`config.mk`:
```
export PLATFORM = sky130hd
export DESIGN_NAME = risc_toy_mem_stage
export DESIGN_NICKNAME = d
export VERILOG_FILES = /design/src/rtl/risc_toy_pkg.sv /design/src/rtl/risc_toy_pipe_reg.sv /design/src/rtl/risc_toy_mem_stage.sv
export SDC_FILE = /design/constraint.sdc
export NUM_CORES = 1
export LEC_CHECK = 0
export BUFFER_PORTS_ARGS = -buffer_cell sky130_fd_sc_hd__buf_2
export CAP_MARGIN = 20
export CORE_UTILIZATION = 50
export CTS_CLUSTER_SIZE = 20
export DETAILED_ROUTE_END_ITERATION = 8
export PLACE_DENSITY = 0.86
export SLEW_MARGIN = 40
export SYNTH_ARGS = -nofsm -noshare
export SYNTH_HDL_FRONTEND = slang
export SYNTH_SLANG_ARGS = --single-unit
```
`constraint.sdc`:
```
create_clock -name CLK -period 7.5 [get_ports CLK]
set_clock_uncertainty 0.2 [all_clocks]
set_input_delay 1.5 -clock CLK [delete_from_list [all_inputs] [get_ports CLK]]
set_output_delay 1.5 -clock CLK [all_outputs]
set_load 0.02 [all_outputs]
```
`src/rtl/risc_toy_pkg.sv`:
```
// RISC_TOY shared definitions for the memory stage.
// Control bundle, data-port encodings and defaults.
package risc_toy_pkg;

  localparam int DW_DEF = 32;
  localparam int AW_DEF = 30;
  localparam int RW_DEF = 5;

  localparam logic DRW_WR = 1'b1;
  localparam logic DRW_RD = 1'b0;

  typedef struct packed {
    logic valid;
    logic rd;
    logic wr;
    logic regwr;
  } mem_ctrl_t;

  // rd+wr together behaves as a plain store that never writes back
  function automatic mem_ctrl_t ctrl_pack(
    input logic v,
    input logic rd,
    input logic wr,
    input logic regwr
  );
    mem_ctrl_t c;
    c.valid = v;
    c.wr    = v & wr;
    c.rd    = v & rd & ~wr;
    c.regwr = v & regwr & ~wr;
    return c;
  endfunction

endpackage

```
`src/rtl/risc_toy_pipe_reg.sv`:
```
// RISC_TOY pipeline register with hold and clear.
// Hold wins over clear; reset is asynchronous.
module risc_toy_pipe_reg #(
  parameter int W = 8
) (
  input  logic         clk,
  input  logic         rst,
  input  logic         hold,
  input  logic         clear,
  input  logic [W-1:0] d,
  output logic [W-1:0] q
);

  always_ff @(posedge clk or posedge rst) begin
    if (rst)
      q <= '0;
    else if (!hold)
      q <= clear ? '0 : d;
  end

endmodule

```
`src/rtl/risc_toy_mem_stage.sv`:
```
// RISC_TOY memory-access stage: EX/MEM, data port,
// MEM/WB write-back and forwarding taps.
module risc_toy_mem_stage
  import risc_toy_pkg::*;
#(
  parameter int DW = DW_DEF,
  parameter int AW = AW_DEF,
  parameter int RW = RW_DEF
) (
  input  logic          CLK,
  input  logic          RST,
  input  logic          STALL,
  input  logic          FLUSH,
  input  logic          EX_VALID,
  input  logic [DW-1:0] EX_RESULT,
  input  logic [DW-1:0] EX_STDATA,
  input  logic          EX_MEMRD,
  input  logic          EX_MEMWR,
  input  logic          EX_REGWR,
  input  logic [RW-1:0] EX_WA,
  output logic          DREQ,
  output logic          DRW,
  output logic [AW-1:0] DADDR,
  output logic [DW-1:0] DWDATA,
  input  logic [DW-1:0] DRDATA,
  output logic          FWD_M_VALID,
  output logic [RW-1:0] FWD_M_WA,
  output logic [DW-1:0] FWD_M_DATA,
  output logic          LD_PENDING,
  output logic [RW-1:0] LD_WA,
  output logic          WB_WEN,
  output logic [RW-1:0] WB_WA,
  output logic [DW-1:0] WB_DI
);

  typedef struct packed {
    mem_ctrl_t     c;
    logic [RW-1:0] wa;
    logic [DW-1:0] result;
    logic [DW-1:0] stdata;
  } ex_mem_t;

  typedef struct packed {
    logic          wen;
    logic [RW-1:0] wa;
    logic [DW-1:0] di;
  } mem_wb_t;

  ex_mem_t m_d, m_q;
  mem_wb_t w_d, w_q;

  always_comb begin
    m_d.c      = ctrl_pack(EX_VALID, EX_MEMRD,
                           EX_MEMWR, EX_REGWR);
    m_d.wa     = EX_WA;
    m_d.result = EX_RESULT;
    m_d.stdata = EX_STDATA;
  end

  risc_toy_pipe_reg #(.W($bits(ex_mem_t))) u_ex_mem (
    .clk   (CLK),
    .rst   (RST),
    .hold  (STALL),
    .clear (FLUSH),
    .d     (m_d),
    .q     (m_q)
  );

  // A held access waits for the first unstalled cycle
  always_comb begin
    DREQ   = m_q.c.valid & (m_q.c.rd | m_q.c.wr) & ~STALL;
    DRW    = m_q.c.wr ? DRW_WR : DRW_RD;
    DADDR  = DREQ ? m_q.result[AW+1:2] : '0;
    DWDATA = DREQ ? m_q.stdata : '0;
  end

  always_comb begin
    FWD_M_VALID = m_q.c.valid & m_q.c.regwr & ~m_q.c.rd;
    FWD_M_WA    = m_q.wa;
    FWD_M_DATA  = m_q.result;
    LD_PENDING  = m_q.c.valid & m_q.c.rd;
    LD_WA       = m_q.wa;
  end

  always_comb begin
    w_d.wen = m_q.c.valid & m_q.c.regwr & ~m_q.c.wr;
    w_d.wa  = m_q.wa;
    w_d.di  = m_q.c.rd ? DRDATA : m_q.result;
  end

  risc_toy_pipe_reg #(.W($bits(mem_wb_t))) u_mem_wb (
    .clk   (CLK),
    .rst   (RST),
    .hold  (1'b0),
    .clear (STALL),
    .d     (w_d),
    .q     (w_q)
  );

  assign WB_WEN = w_q.wen;
  assign WB_WA  = w_q.wa;
  assign WB_DI  = w_q.di;

endmodule

```
# After elaboration in Yosys (flattened, before gate mapping)
# Index checks and enable logic that the tools add are counted.
[classes]
mux = 6
n_bitwise = 16
[op_table]
columns = ["operator", "n"]
rows = [
  ["two-way mux 73 bit", 1],
  ["two-way mux 32 bit", 2],
  ["two-way mux 38 bit", 1],
  ["two-way mux 30 bit", 1],
  ["AND 1 bit", 11],
  ["NOT 1 bit", 4],
  ["two-way mux 1 bit", 1],
  ["OR 1 bit", 1],
]
[word_totals]
regBits = 111
in_bits = 109
wordCells = 24

# Depth between registers and ports, before layout
[depth]
word_depth = 4
mapped_depth = 5

# By module
# A second synthesis with hierarchy kept.
[hier_totals]
cells_unflattened = 384
area_unflattened_um2 = 5273.8
[modules_own_cells]
columns = ["mod", "instances", "cells_per_inst", "area_each_um2", "seq_area_each_um2"]
rows = [
  ["risc_toy_pipe_reg at u_ex_mem", 1, 165, 2645.0, 1826.8],
  ["risc_toy_pipe_reg at u_mem_wb", 1, 87, 1367.6, 950.9],
  ["risc_toy_mem_stage", 1, 132, 1261.2, 0.0],
]

# Worst setup path after synthesis
# OpenSTA, ideal clock, no wires.
[synth_path]
path_type = "input port to output port"
from = "input port STALL"
to = "output port DADDR[0]"
t_arrival_ps = 2406
t_required_ps = 5800
path_slack_ps = 3394
cell_stages = 4
path_cell_list = "buf_6 -> nand2b_4 -> buf_6 -> nor3b_1"
[synth_via]
elab_chain_cells = 3
[synth_rtl]
columns = ["element", "line_no", "source"]
rows = [
  ["from (decl)", "risc_toy_mem_stage.sv:12", "input logic STALL,"],
  ["NOT 1 bit", "risc_toy_mem_stage.sv:71", "DREQ = m_q.c.valid & (m_q.c.rd | m_q.c.wr) & ~STALL;"],
  ["AND 1 bit", "risc_toy_mem_stage.sv:71", ""],
  ["two-way mux 30 bit", "risc_toy_mem_stage.sv:73", "DADDR = DREQ ? m_q.result[AW+1:2] : '0;"],
  ["to (decl)", "risc_toy_mem_stage.sv:23", "output logic [AW-1:0] DADDR,"],
]
# No other way between the ends.

# Final worst setup path
[layout_path]
from = "input port STALL"
to = "output port DWDATA[4]"
[layout_via]
elab_chain_cells = 3
[layout_rtl]
columns = ["element", "line_no", "source"]
rows = [
  ["NOT 1 bit", "risc_toy_mem_stage.sv:71", ""],
  ["AND 1 bit", "risc_toy_mem_stage.sv:71", ""],
  ["two-way mux 32 bit", "risc_toy_mem_stage.sv:74", "DWDATA = DREQ ? m_q.stdata : '0;"],
  ["to (decl)", "risc_toy_mem_stage.sv:24", "output logic [DW-1:0] DWDATA,"],
]
# No other way between the ends.

==> flow_summary_export.csv <==
group,metric,value,unit
clocking,root_buffer,"clkbuf_8",
sta,slew_headroom,0.489,
grt,grt_pass1_vias,3783,
routing,num_vias,3922,
floorplanning,die-area,11000,um2
min_path,holdCritPathClass,"flop to flop",
outcome,outcome,"complete, no violations",
cells_and_area,drive_above_1_share,0.558,
worst_setup_path,crit_path_top_delay_cell,"nand2b_4",
clocking,ctsHoldBuffers,0,
power,p_int,0.899,mW
routing,postRouteAntennaNets,0,
sta,finalMaxSlewViolations,0,
floorplanning,rows,37,
grt,grt_max_degree,70,
cells_and_area,area_growth,21.7,%
synthesis,ys_seq_area_frac,0.523,
power,ir_worst_vdd,117,uV
floorplanning,fp.dieH,105,um
synthesis,ys_ff_latch,111,
synthesis,synth_area,5310,um2
worst_setup_path,crit_fanout,51,
routing,drtPass1Iterations,4,
sta,setup_viol,0,
cells_and_area,antenna_cells,0,
placed_design,io_buffer_count,254,
routing,drt-initial-drc-count,247,
power,p_leak,3.31,nW
sta,worstMarginPinSlew,0.767,ns
clocking,clockBufferDepth,2,
routing,wl_per_cell,17.1,um
routing,totalWireLength,12700,um
worst_setup_path,path_class,"input port to output port",
worst_setup_path,critPathLaunchType,"input port",
worst_setup_path,crit_required,5.80,ns
placed_design,dp.final_hpwl,8980,um
synthesis,synth_area_leaders,"dfrtp_1 (52%), nor3b_2 (14%), a22o_1 (11%)",
synthesis,synth_top_area_cell,"dfrtp_1",
cells_and_area,num-nets-final,711,
cells_and_area,finalNonFillerCells,742,
synthesis,yosys.area.top_type_share,0.523,
grt,grt.overflow.total,0,
power,power,1.24,mW
power,p_seq_frac,0.540,
synthesis,synthDistinctLibCells,20,
sta,max_freq,206,MHz
synthesis,syn_nets,519,
worst_setup_path,critPathTopFamily,"buffers and inverters",
flow_run,drv_cap,0,
synthesis,ys_warn_count,0,
worst_setup_path,cp_num_buf_inv,3,
cells_and_area,utilization,0.626,
synthesis,syn_area_per_cell,12.9,um2
floorplanning,ioPinCount,255,
power,p_sw,0.344,mW
sta,min_period,4.86,ns
placed_design,dpl-instance-area,6260,um2
sta,hold_viol,0,
grt,grt_pass1_wl,19500,um
sta,fin_tns_setup,0,ns
worst_setup_path,worstPathArrival,3.16,ns
routing,drt_drc_violations_left,0,
clocking,cts_max_level,3,
power,pwr-share-clk,0.286,
clocking,post_cts_buffers,0,
cells_and_area,final_common_cell,"buf_2",
sta,min_period_over_period,0.648,
clocking,cts_resized,0,
clocking,insertion_delay,0.35,ns
floorplanning,start_util,0.514,
placed_design,globalplace.congestion,0.855,
clocking,clk_pin_slew,0.09,ns
sta,rsz0062_at_grt,"false",
floorplanning,core-area,10300,um2
routing,vias_per_cell,5.29,
floorplanning,die_w,105,um
worst_setup_path,max_stage_delay,0.60,ns
clocking,cts_made_buffers,9,
clocking,clock_sinks,111,
grt,grt_use_total,0.226,
power,power.density,192,nW/um2
clocking,cts_tree,"yes",
synthesis,synth_cells,410,
placed_design,placed_cells,727,
power,combPwrFrac,0.175,
cells_and_area,final_area,6460,um2
worst_setup_path,path_cells,"buf_4 > nand2b_4 > buf_12 > nor3b_2 > buf_2",
worst_setup_path,cp-end-kind,"output port",
cells_and_area,layout_common_cells,"buf_2 (253), dfrtp_1 (110), a22o_1 (69)",
grt,antenna_found_initial,0,
power,swShare,0.277,
[layout make-up]
cell class,instances,area (um2)
clock inverters,3,42.5
flip-flops and latches,111,2780
well taps,136,170
multi-input cells,217,1950
inverters,3,13.8
repair buffers,260,1340
clock buffers,12,155
fillers,798,3860
[power groups by stage]
stage	clock, mW	combinational, mW	sequential (mW)
final	0.355	0.217	0.671
after CTS	0.369	0.219	0.670
after global routing	0.389	0.232	0.675
after global placement	0	0.209	0.679
after floorplan	0	0.156	0.685
after detailed placement	0	0.219	0.681
[synthesized netlist by cell type]
library cell,instances
nor2_4,2
dfrtp_1,111
clkbuf_1,5
buf_6,9
nor3b_1,4
nand2b_4,1
buf_4,47
o41ai_1,2
and3b_1,1
a22o_1,69
o21ai_0,2
mux2i_1,32
nand2_1,4
buf_2,18
nor2_1,33
and2_1,1
nand2b_1,2
nor2b_1,5
nor3b_2,59
inv_1,3
[layer usage]
| metal | global-route usage | vias to the layer above | routed length [um] |
|---|---|---|---|
| li1 | - | 1789 | - |
| met1 | 0.282 | 1936 | 5190 |
| met2 | 0.385 | 177 | 6520 |
| met3 | 0.0455 | 20 | 759 |
| met4 | 0.0905 | 0 | 248 |
| met5 | 0 | - | 0 |
[kinds of logic (layout without fill, tap and decap cells)]
family                 count (synthesis)  in the layout  share of synthesized area
AOI/OAI and AO/OA                     73             73                      0.119
buffers and inverters                 82            278                      0.108
DFF                                  111            111                      0.523
muxes                                 32             32                     0.0604
and+or+nand+nor                      112            112                      0.189
[metrics by stage]
step	hold WS [ns]	setup slack, ns
floorplan	0.253	2.87
global placement	0.278	2.60
detailed placement	0.288	2.64
CTS	0.312	2.64
global route	0.323	2.56
finish	0.309	2.64
[registers in the layout, summed over array words and instances, names as in the netlist]
signal / flops
u_mem_wb.q: 38
u_ex_mem.q: 73
[final timing paths]
path                                             from                         end  slack, ns  cells after the start
max                                             STALL                   DWDATA[4]       2.64                      5
min                         u_ex_mem.q[3]$_DFFE_PP0N_   u_ex_mem.q[3]$_DFFE_PP0N_       0.31                      1
min reg2reg                 u_ex_mem.q[3]$_DFFE_PP0N_   u_ex_mem.q[3]$_DFFE_PP0N_       0.31                      1
max reg2reg                u_ex_mem.q[71]$_DFFE_PP0N_    u_mem_wb.q[22]$_DFF_PP0_       5.92                      2
max in group asynchronous                         RST  u_ex_mem.q[71]$_DFFE_PP0N_       5.10                      3
min in group asynchronous                         RST  u_ex_mem.q[19]$_DFFE_PP0N_       0.98                      2
(Power assumes the default switching activity.)
